**src/rtl/sha_bus_sequencer_if.sv**
```systemverilog
// rtl/sha_bus_sequencer_if.sv - processor bus and SHA-256 core handshake signals of the sequencer
interface sha_bus_sequencer_if;
  logic         cs;
  logic         rw;
  logic [15:0]  address;
  logic [15:0]  datain;
  logic [15:0]  dataout;
  logic [511:0] block;
  logic         core_start;
  logic         core_reset;
  logic         done;
  logic [255:0] hash;

  modport slave (
    input  cs, rw, address, datain, done, hash,
    output dataout, block, core_start, core_reset
  );

  modport master (
    output cs, rw, address, datain, done, hash,
    input  dataout, block, core_start, core_reset
  );
endinterface

```
**src/rtl/sha_bus_sequencer.sv**
```systemverilog
// rtl/sha_bus_sequencer.sv - SHA-256 block loader/padder and digest reader at 0x0300-0x0307
// Optional WAIT watchdog enabled by defining SHA_SEQ_TIMEOUT_EN.
module sha_bus_sequencer #(
  parameter int TIMEOUT = 1024
) (
  input  logic               clk,
  input  logic               reset,
  sha_bus_sequencer_if.slave bus
);
  localparam logic [15:0] ADDR_CTRL   = 16'h0300;
  localparam logic [15:0] ADDR_DATA   = 16'h0302;
  localparam logic [15:0] ADDR_DIGEST = 16'h0304;
  localparam logic [15:0] ADDR_LEN    = 16'h0306;
  localparam logic [4:0]  MAX_WORDS   = 5'd27;

  typedef enum logic [1:0] {IDLE, START, WAIT, DONE} state_t;

  state_t       state;
  logic [511:0] block_q;
  logic [511:0] pad_block;
  logic [255:0] digest_q;
  logic [15:0]  dataout_q;
  logic         core_start_q;
  logic         core_reset_q;
  logic [4:0]   n;
  logic [3:0]   rd_ptr;
  logic         err;
  logic         done_flag;
  logic         busy;
  logic         wr;
  logic         rd;
  logic         soft_rst;
  logic         go;
  logic         data_wr;
  logic [8:0]   wr_base;
  logic [7:0]   rd_base;
  logic         unused_timeout;

`ifdef SHA_SEQ_TIMEOUT_EN
  logic [31:0]  wait_cnt;
`endif

  assign busy     = (state == START) || (state == WAIT);
  assign wr       = bus.cs && !bus.rw;
  assign rd       = bus.cs && bus.rw;
  assign soft_rst = wr && (bus.address == ADDR_CTRL) && (bus.datain == 16'd1);
  assign go       = wr && (bus.address == ADDR_CTRL) && (bus.datain == 16'd2);
  assign data_wr  = wr && (bus.address == ADDR_DATA);
  assign wr_base  = 9'd511 - {n, 4'd0};
  assign rd_base  = 8'd255 - {rd_ptr, 4'd0};
  assign unused_timeout = |TIMEOUT;

  assign bus.dataout    = dataout_q;
  assign bus.block      = block_q;
  assign bus.core_start = core_start_q;
  assign bus.core_reset = core_reset_q;

  // Loaded words are kept; the terminator, zero fill and bit length replace everything from word n on.
  always_comb begin
    pad_block = block_q;
    for (int i = 0; i < 28; i++) begin
      if (i == int'(n))
        pad_block[511 - 16*i -: 16] = 16'h8000;
      else if (i > int'(n))
        pad_block[511 - 16*i -: 16] = 16'h0000;
    end
    pad_block[63:0] = {55'd0, n, 4'd0};
  end

  always_ff @(posedge clk or posedge reset) begin
    if (reset) begin
      state        <= IDLE;
      block_q      <= '0;
      digest_q     <= '0;
      dataout_q    <= '0;
      core_start_q <= 1'b0;
      core_reset_q <= 1'b0;
      n            <= '0;
      rd_ptr       <= '0;
      err          <= 1'b0;
      done_flag    <= 1'b0;
`ifdef SHA_SEQ_TIMEOUT_EN
      wait_cnt     <= '0;
`endif
    end else begin
      core_start_q <= 1'b0;
      core_reset_q <= 1'b0;

      case (state)
        START: begin
          state <= WAIT;
`ifdef SHA_SEQ_TIMEOUT_EN
          wait_cnt <= '0;
`endif
        end
`ifdef SHA_SEQ_TIMEOUT_EN
        WAIT: begin
          if (!bus.done) begin
            if (wait_cnt == 32'(TIMEOUT - 1)) begin
              err          <= 1'b1;
              core_reset_q <= 1'b1;
              state        <= IDLE;
            end else begin
              wait_cnt <= wait_cnt + 32'd1;
            end
          end
        end
`endif
        default: ;
      endcase

      // Bus accesses see the state as it was before any done-driven transition this cycle.
      if (rd) begin
        case (bus.address)
          ADDR_CTRL:   dataout_q <= {13'd0, err, busy, done_flag};
          ADDR_DIGEST: begin
            dataout_q <= digest_q[rd_base -: 16];
            rd_ptr    <= rd_ptr + 4'd1;
          end
          ADDR_LEN:    dataout_q <= {11'd0, n};
          default:     dataout_q <= 16'd0;
        endcase
      end

      if (data_wr) begin
        if (busy) begin
          err <= 1'b1;
        end else if (state == DONE) begin
          block_q[511 -: 16] <= bus.datain;
          n                  <= 5'd1;
          done_flag          <= 1'b0;
          state              <= IDLE;
        end else if (n == MAX_WORDS) begin
          err <= 1'b1;
        end else begin
          block_q[wr_base -: 16] <= bus.datain;
          n                      <= n + 5'd1;
        end
      end

      if (go) begin
        if (busy) begin
          err <= 1'b1;
        end else begin
          block_q      <= pad_block;
          core_start_q <= 1'b1;
          state        <= START;
        end
      end

      if ((state == WAIT) && bus.done) begin
        digest_q  <= bus.hash;
        done_flag <= 1'b1;
        rd_ptr    <= '0;
        state     <= DONE;
      end

      if (soft_rst) begin
        state        <= IDLE;
        block_q      <= '0;
        digest_q     <= '0;
        n            <= '0;
        rd_ptr       <= '0;
        err          <= 1'b0;
        done_flag    <= 1'b0;
        core_start_q <= 1'b0;
        core_reset_q <= 1'b1;
      end
    end
  end
endmodule

```
**src/flat_wrapper.sv**
```systemverilog
// flat-port wrapper written by rule: the top's interface ports become plain ports
module sha_bus_sequencer_flat 
#(
  parameter int TIMEOUT = 1024
)
  (clk, reset, bus_cs, bus_rw, bus_address, bus_datain, bus_done, bus_hash, bus_dataout, bus_block, bus_core_start, bus_core_reset);
  sha_bus_sequencer_if bus_i ();
  input  logic clk;
  input  logic reset;
  input wire logic [$bits(bus_i.cs)-1:0] bus_cs;
  input wire logic [$bits(bus_i.rw)-1:0] bus_rw;
  input wire logic [$bits(bus_i.address)-1:0] bus_address;
  input wire logic [$bits(bus_i.datain)-1:0] bus_datain;
  input wire logic [$bits(bus_i.done)-1:0] bus_done;
  input wire logic [$bits(bus_i.hash)-1:0] bus_hash;
  output wire logic [$bits(bus_i.dataout)-1:0] bus_dataout;
  output wire logic [$bits(bus_i.block)-1:0] bus_block;
  output wire logic [$bits(bus_i.core_start)-1:0] bus_core_start;
  output wire logic [$bits(bus_i.core_reset)-1:0] bus_core_reset;
  assign bus_i.cs = bus_cs;
  assign bus_i.rw = bus_rw;
  assign bus_i.address = bus_address;
  assign bus_i.datain = bus_datain;
  assign bus_i.done = bus_done;
  assign bus_i.hash = bus_hash;
  assign bus_dataout = bus_i.dataout;
  assign bus_block = bus_i.block;
  assign bus_core_start = bus_i.core_start;
  assign bus_core_reset = bus_i.core_reset;
  sha_bus_sequencer #(.TIMEOUT(TIMEOUT)) u_core (.clk(clk), .reset(reset), .bus(bus_i));
endmodule
```
**config.mk**
```make
export PLATFORM = sky130hd
export DESIGN_NAME = sha_bus_sequencer_flat
export DESIGN_NICKNAME = d
export VERILOG_FILES = /design/src/rtl/sha_bus_sequencer_if.sv /design/src/rtl/sha_bus_sequencer.sv /design/src/flat_wrapper.sv
export SDC_FILE = /design/constraint.sdc
export NUM_CORES = 2
export LEC_CHECK = 0
export CORE_AREA = 2 2 321 323
export CTS_BUF_LIST = sky130_fd_sc_hd__clkbuf_16
export DETAILED_ROUTE_END_ITERATION = 7
export DIE_AREA = 0 0 323 325
export HOLD_SLACK_MARGIN = 0.05
export PLACE_DENSITY_LB_ADDON = 0.2
export SYNTH_ARGS = -nofsm -noshare
export SYNTH_HDL_FRONTEND = slang
export SYNTH_SLANG_ARGS = --single-unit
export TNS_END_PERCENT = 1
```
**constraint.sdc**
```tcl
create_clock -name clk -period 25.3 [get_ports clk]
set_clock_uncertainty 0.1 [all_clocks]
set_input_delay 3.795 -clock clk [delete_from_list [all_inputs] [get_ports clk]]
set_output_delay 3.795 -clock clk [all_outputs]
set_load 0.1 [all_outputs]
```
==> results.toml <==
[worst_setup_path]
critical_path.startpoint = "bus_address[5]"
worstSetupPathType = "in -> reg"
reg2reg_slack_ns = 20.99
cp.arrival_ns = 8.37
ff2ff_path_depth = 8
r2r-start = "u_core.n[0]$_DFFE_PP0P_"
path_cells = "clkdlybuf4s50_1, or4_1, nor3_4, nand4_1, inv_8, buf_4, a21oi_1"
crit_path_max_incr_delay_ns = 0.92
start_kind = "input pin"
crit_fanout = 100
r2r_end = "u_core.bus.block[198]$_DFFE_PP0P_"
crit_required_ns = 25.71
cp_slowest_cell = "or4_1"
path_buf_inv = 3
end_kind = "register"
critical-path-top-delay-family = "simple AND/OR/NAND/NOR gates"

[global_routing]
grt_antenna_before_repair = 11
grt_usage_pct = 30.67
grt_max_degree = 101
overflow = 0
grt_pass1_vias = 31860
grt_pass1_wl_um = 234600

[finish]
final_cell_area_um2 = 48440
multiInputGateArea_um2 = 14440
areaGrowthSynthToFinish_pct = 35.38
post-route-util_pct = 47.81
finalNonFillerCells = 5730
seqCellArea_um2 = 20000
n_fill_cell = 9654
final_nets = 4586
drive_above_1_share_pct = 8.655

[yosys]
synth_nets = 3854
synth.mux.area_fraction_pct = 5.022
synth.most_common_cell = "dfrtp_1"
syn_area_um2 = 35780
synth_top_area_share_pct = 55.88
synth.ff_latch_count = 799
synth-edff-count = 0
yosys.area_share.simple_pct = 16.10
yosys_warnings = 0
synthXorXnorAreaFrac_pct = 0.02448
ys_seq_area_share_pct = 55.88
synthArstFlopShare_pct = 100.0
syn_area_per_cell_um2 = 10.08
ys_types = 82
netlist_instances = 3550
synth_area_leaders = "dfrtp_1 (56%), nand2_1 (8.2%), a21oi_1 (5.7%)"
synth_ff_type = "dfrtp_1"
synth_common_cells = "dfrtp_1 (799), nand2_1 (782), a21oi_1 (406), clkbuf_1 (224), a22o_1 (198)"
synth_top_family_by_area = "compound AO/OA/AOI/OAI gates"
synth_top_cell_by_area = "dfrtp_1"
synth-compound-area-share_pct = 18.36
synthAdderAreaFrac_pct = 0.3847

[routing]
first_iter_violations = 3299
firstDrtPassIters = 7
viasPerCell = 5.665
routedWlPerCell_um = 28.71
vias = 32460
wl_um = 164500
drcViolationCount = 0
ant_nets = 0

[clock_tree]
cts_tree = "built"
clkTransAtPathRegs_ns = 0.06
cts_root_buf = "clkbuf_16"
post_cts_buffers = 0
clk_latency_ns = 0.71
clk_path_buf_depth = 3
htreeDepth = 3
clock-sinks = 799
cts_inserted_buffers = 90
postCtsResizedCells = 0
hold_buffers = 0

[min_path]
hold_depth = 1
hold_start = "u_core.bus.block[385]$_DFFE_PP0P_"
hold_class = "reg -> reg"
hold_end = "u_core.bus.block[385]$_DFFE_PP0P_"

[die]
fp-row-count = 117
ios = 823
start_util_pct = 35.32
die_w_um = 323
die_h_um = 325
coreArea_um2 = 101300
die_area_um2 = 105000

[sta]
slew_headroom_pct = 14.39
rsz0062_at_grt = "no"
whs_ns = 0.3806
tns_ns = 0
setup_viol = 0
drv_slew = 0
period_needed_ns = 7.965
hold_viol = 0
worstMarginPinSlew_ns = 1.277
period_share_pct = 31.48
max_freq_mhz = 125.6

[place]
portBuffers = 822
place_area_um2 = 45530
gp_congestion = 0.9603
hpwl_um = 118600
dp.cells = 5558

[outcome]
status = "finished, final reports clean"

[power]
p_per_area_nw_per_um2 = 63.81
ir_drop_v = 0.00004604
p_leak_uw = 0.02056

[flow_run]
drv_cap = 0
## kinds of logic after synthesis
| family | count (synthesis) |
|---|---|
| adders and majority gates | 11 |
| buffers and inverters | 386 |
| and+or+nand+nor | 1279 |
| AOI/OAI and AO/OA | 992 |
| xor gates and xnor gates | 1 |
| DFF | 799 |
| muxes | 82 |
## placed cells by master, fill, tap and decap left out, types with 16 or more instances in the layout
| cell type | synthesis | final |
|---|---|---|
| clkinv_1 | 0 | 17 |
| a21oi_1 | 406 | 406 |
| clkbuf_16 | 0 | 91 |
| nor3_1 | 34 | 29 |
| nand4_1 | 29 | 29 |
| nor2_1 | 159 | 159 |
| a22o_1 | 198 | 198 |
| nand3_1 | 73 | 73 |
| nor4_1 | 30 | 22 |
| inv_1 | 98 | 119 |
| dfrtp_1 | 799 | 795 |
| o2bb2ai_1 | 108 | 107 |
| nand2_1 | 782 | 781 |
| a22oi_1 | 20 | 20 |
| clkinv_2 | 0 | 16 |
| buf_4 | 0 | 114 |
| mux4_2 | 78 | 78 |
| nor2b_1 | 29 | 28 |
| clkdlybuf4s50_1 | 0 | 813 |
| and2_1 | 33 | 32 |
| o22ai_1 | 19 | 19 |
| o21ai_0 | 134 | 134 |
## where the power goes
group          switching [µW]  internal (µW)  total, µW
combinational             171            153        324
sequential               59.6           1390       1450
clock                     570            746       1320
total                     801           2290       3090
## how the worst max path moves through the flow
stage / end / slack (ns) / cells past startpoint
2_1_floorplan: u_core.bus.block[0]$_DFF_PP0_ / 10.44 / 1
3_3_place_gp: u_core.digest_q[124]$_DFFE_PP0P_ / 16.85 / 7
3_5_place_dp: u_core.digest_q[176]$_DFFE_PP0P_ / 16.71 / 7
4_1_cts: u_core.digest_q[70]$_DFFE_PP0P_ / 17.42 / 7
5_1_grt: u_core.bus.block[381]$_DFFE_PP0P_ / 17.12 / 6
6_report: u_core.digest_q[70]$_DFFE_PP0P_ / 17.34 / 7
## state kept, by name, indices dropped and copies added, names as in the netlist
| register | flops |
|---|---|
| u_core.bus.dataout | 16 |
| u_core.bus.core_start | 1 |
| u_core.done_flag | 1 |
| u_core.bus.core_reset | 1 |
| u_core.bus.block | 512 |
| u_core.digest_q | 256 |
| u_core.n | 5 |
| u_core.rd_ptr | 4 |
| u_core.state | 2 |
| u_core.err | 1 |
## layer usage
metal  wire (µm)  part of all wire [%]  vias up  global-route usage, %
met4        8261                   5.0        8                  14.25
met2       79130                    48     1673                  50.45
met1       63150                    38    16360                  38.10
met3       13950                   8.5      337                  7.160
li1            -                     -    14090                      -
met5          46                 0.028        -                      0
## cell type report
| class | instances | area share [%] |
|---|---|---|
| inverter | 99 | 0.7905 |
| antenna | 6 | 0.03100 |
| clock buffer | 91 | 4.701 |
| clock inverter | 75 | 1.271 |
| tap | 1368 | 3.534 |
| multi-input combinational | 2365 | 29.80 |
| sequential | 799 | 41.30 |
| timing repair buffer | 927 | 18.57 |
## stage by stage
| stage | setup slack (ns) | power, µW |
|---|---|---|
| floorplan | 10.44 | 1651 |
| global placement | 16.85 | 1789 |
| detailed placement | 16.71 | 1799 |
| CTS | 17.42 | 3116 |
| global route | 17.12 | 3209 |
| finish | 17.34 | 3091 |
Note: power is estimated with default switching activity, not from simulation.
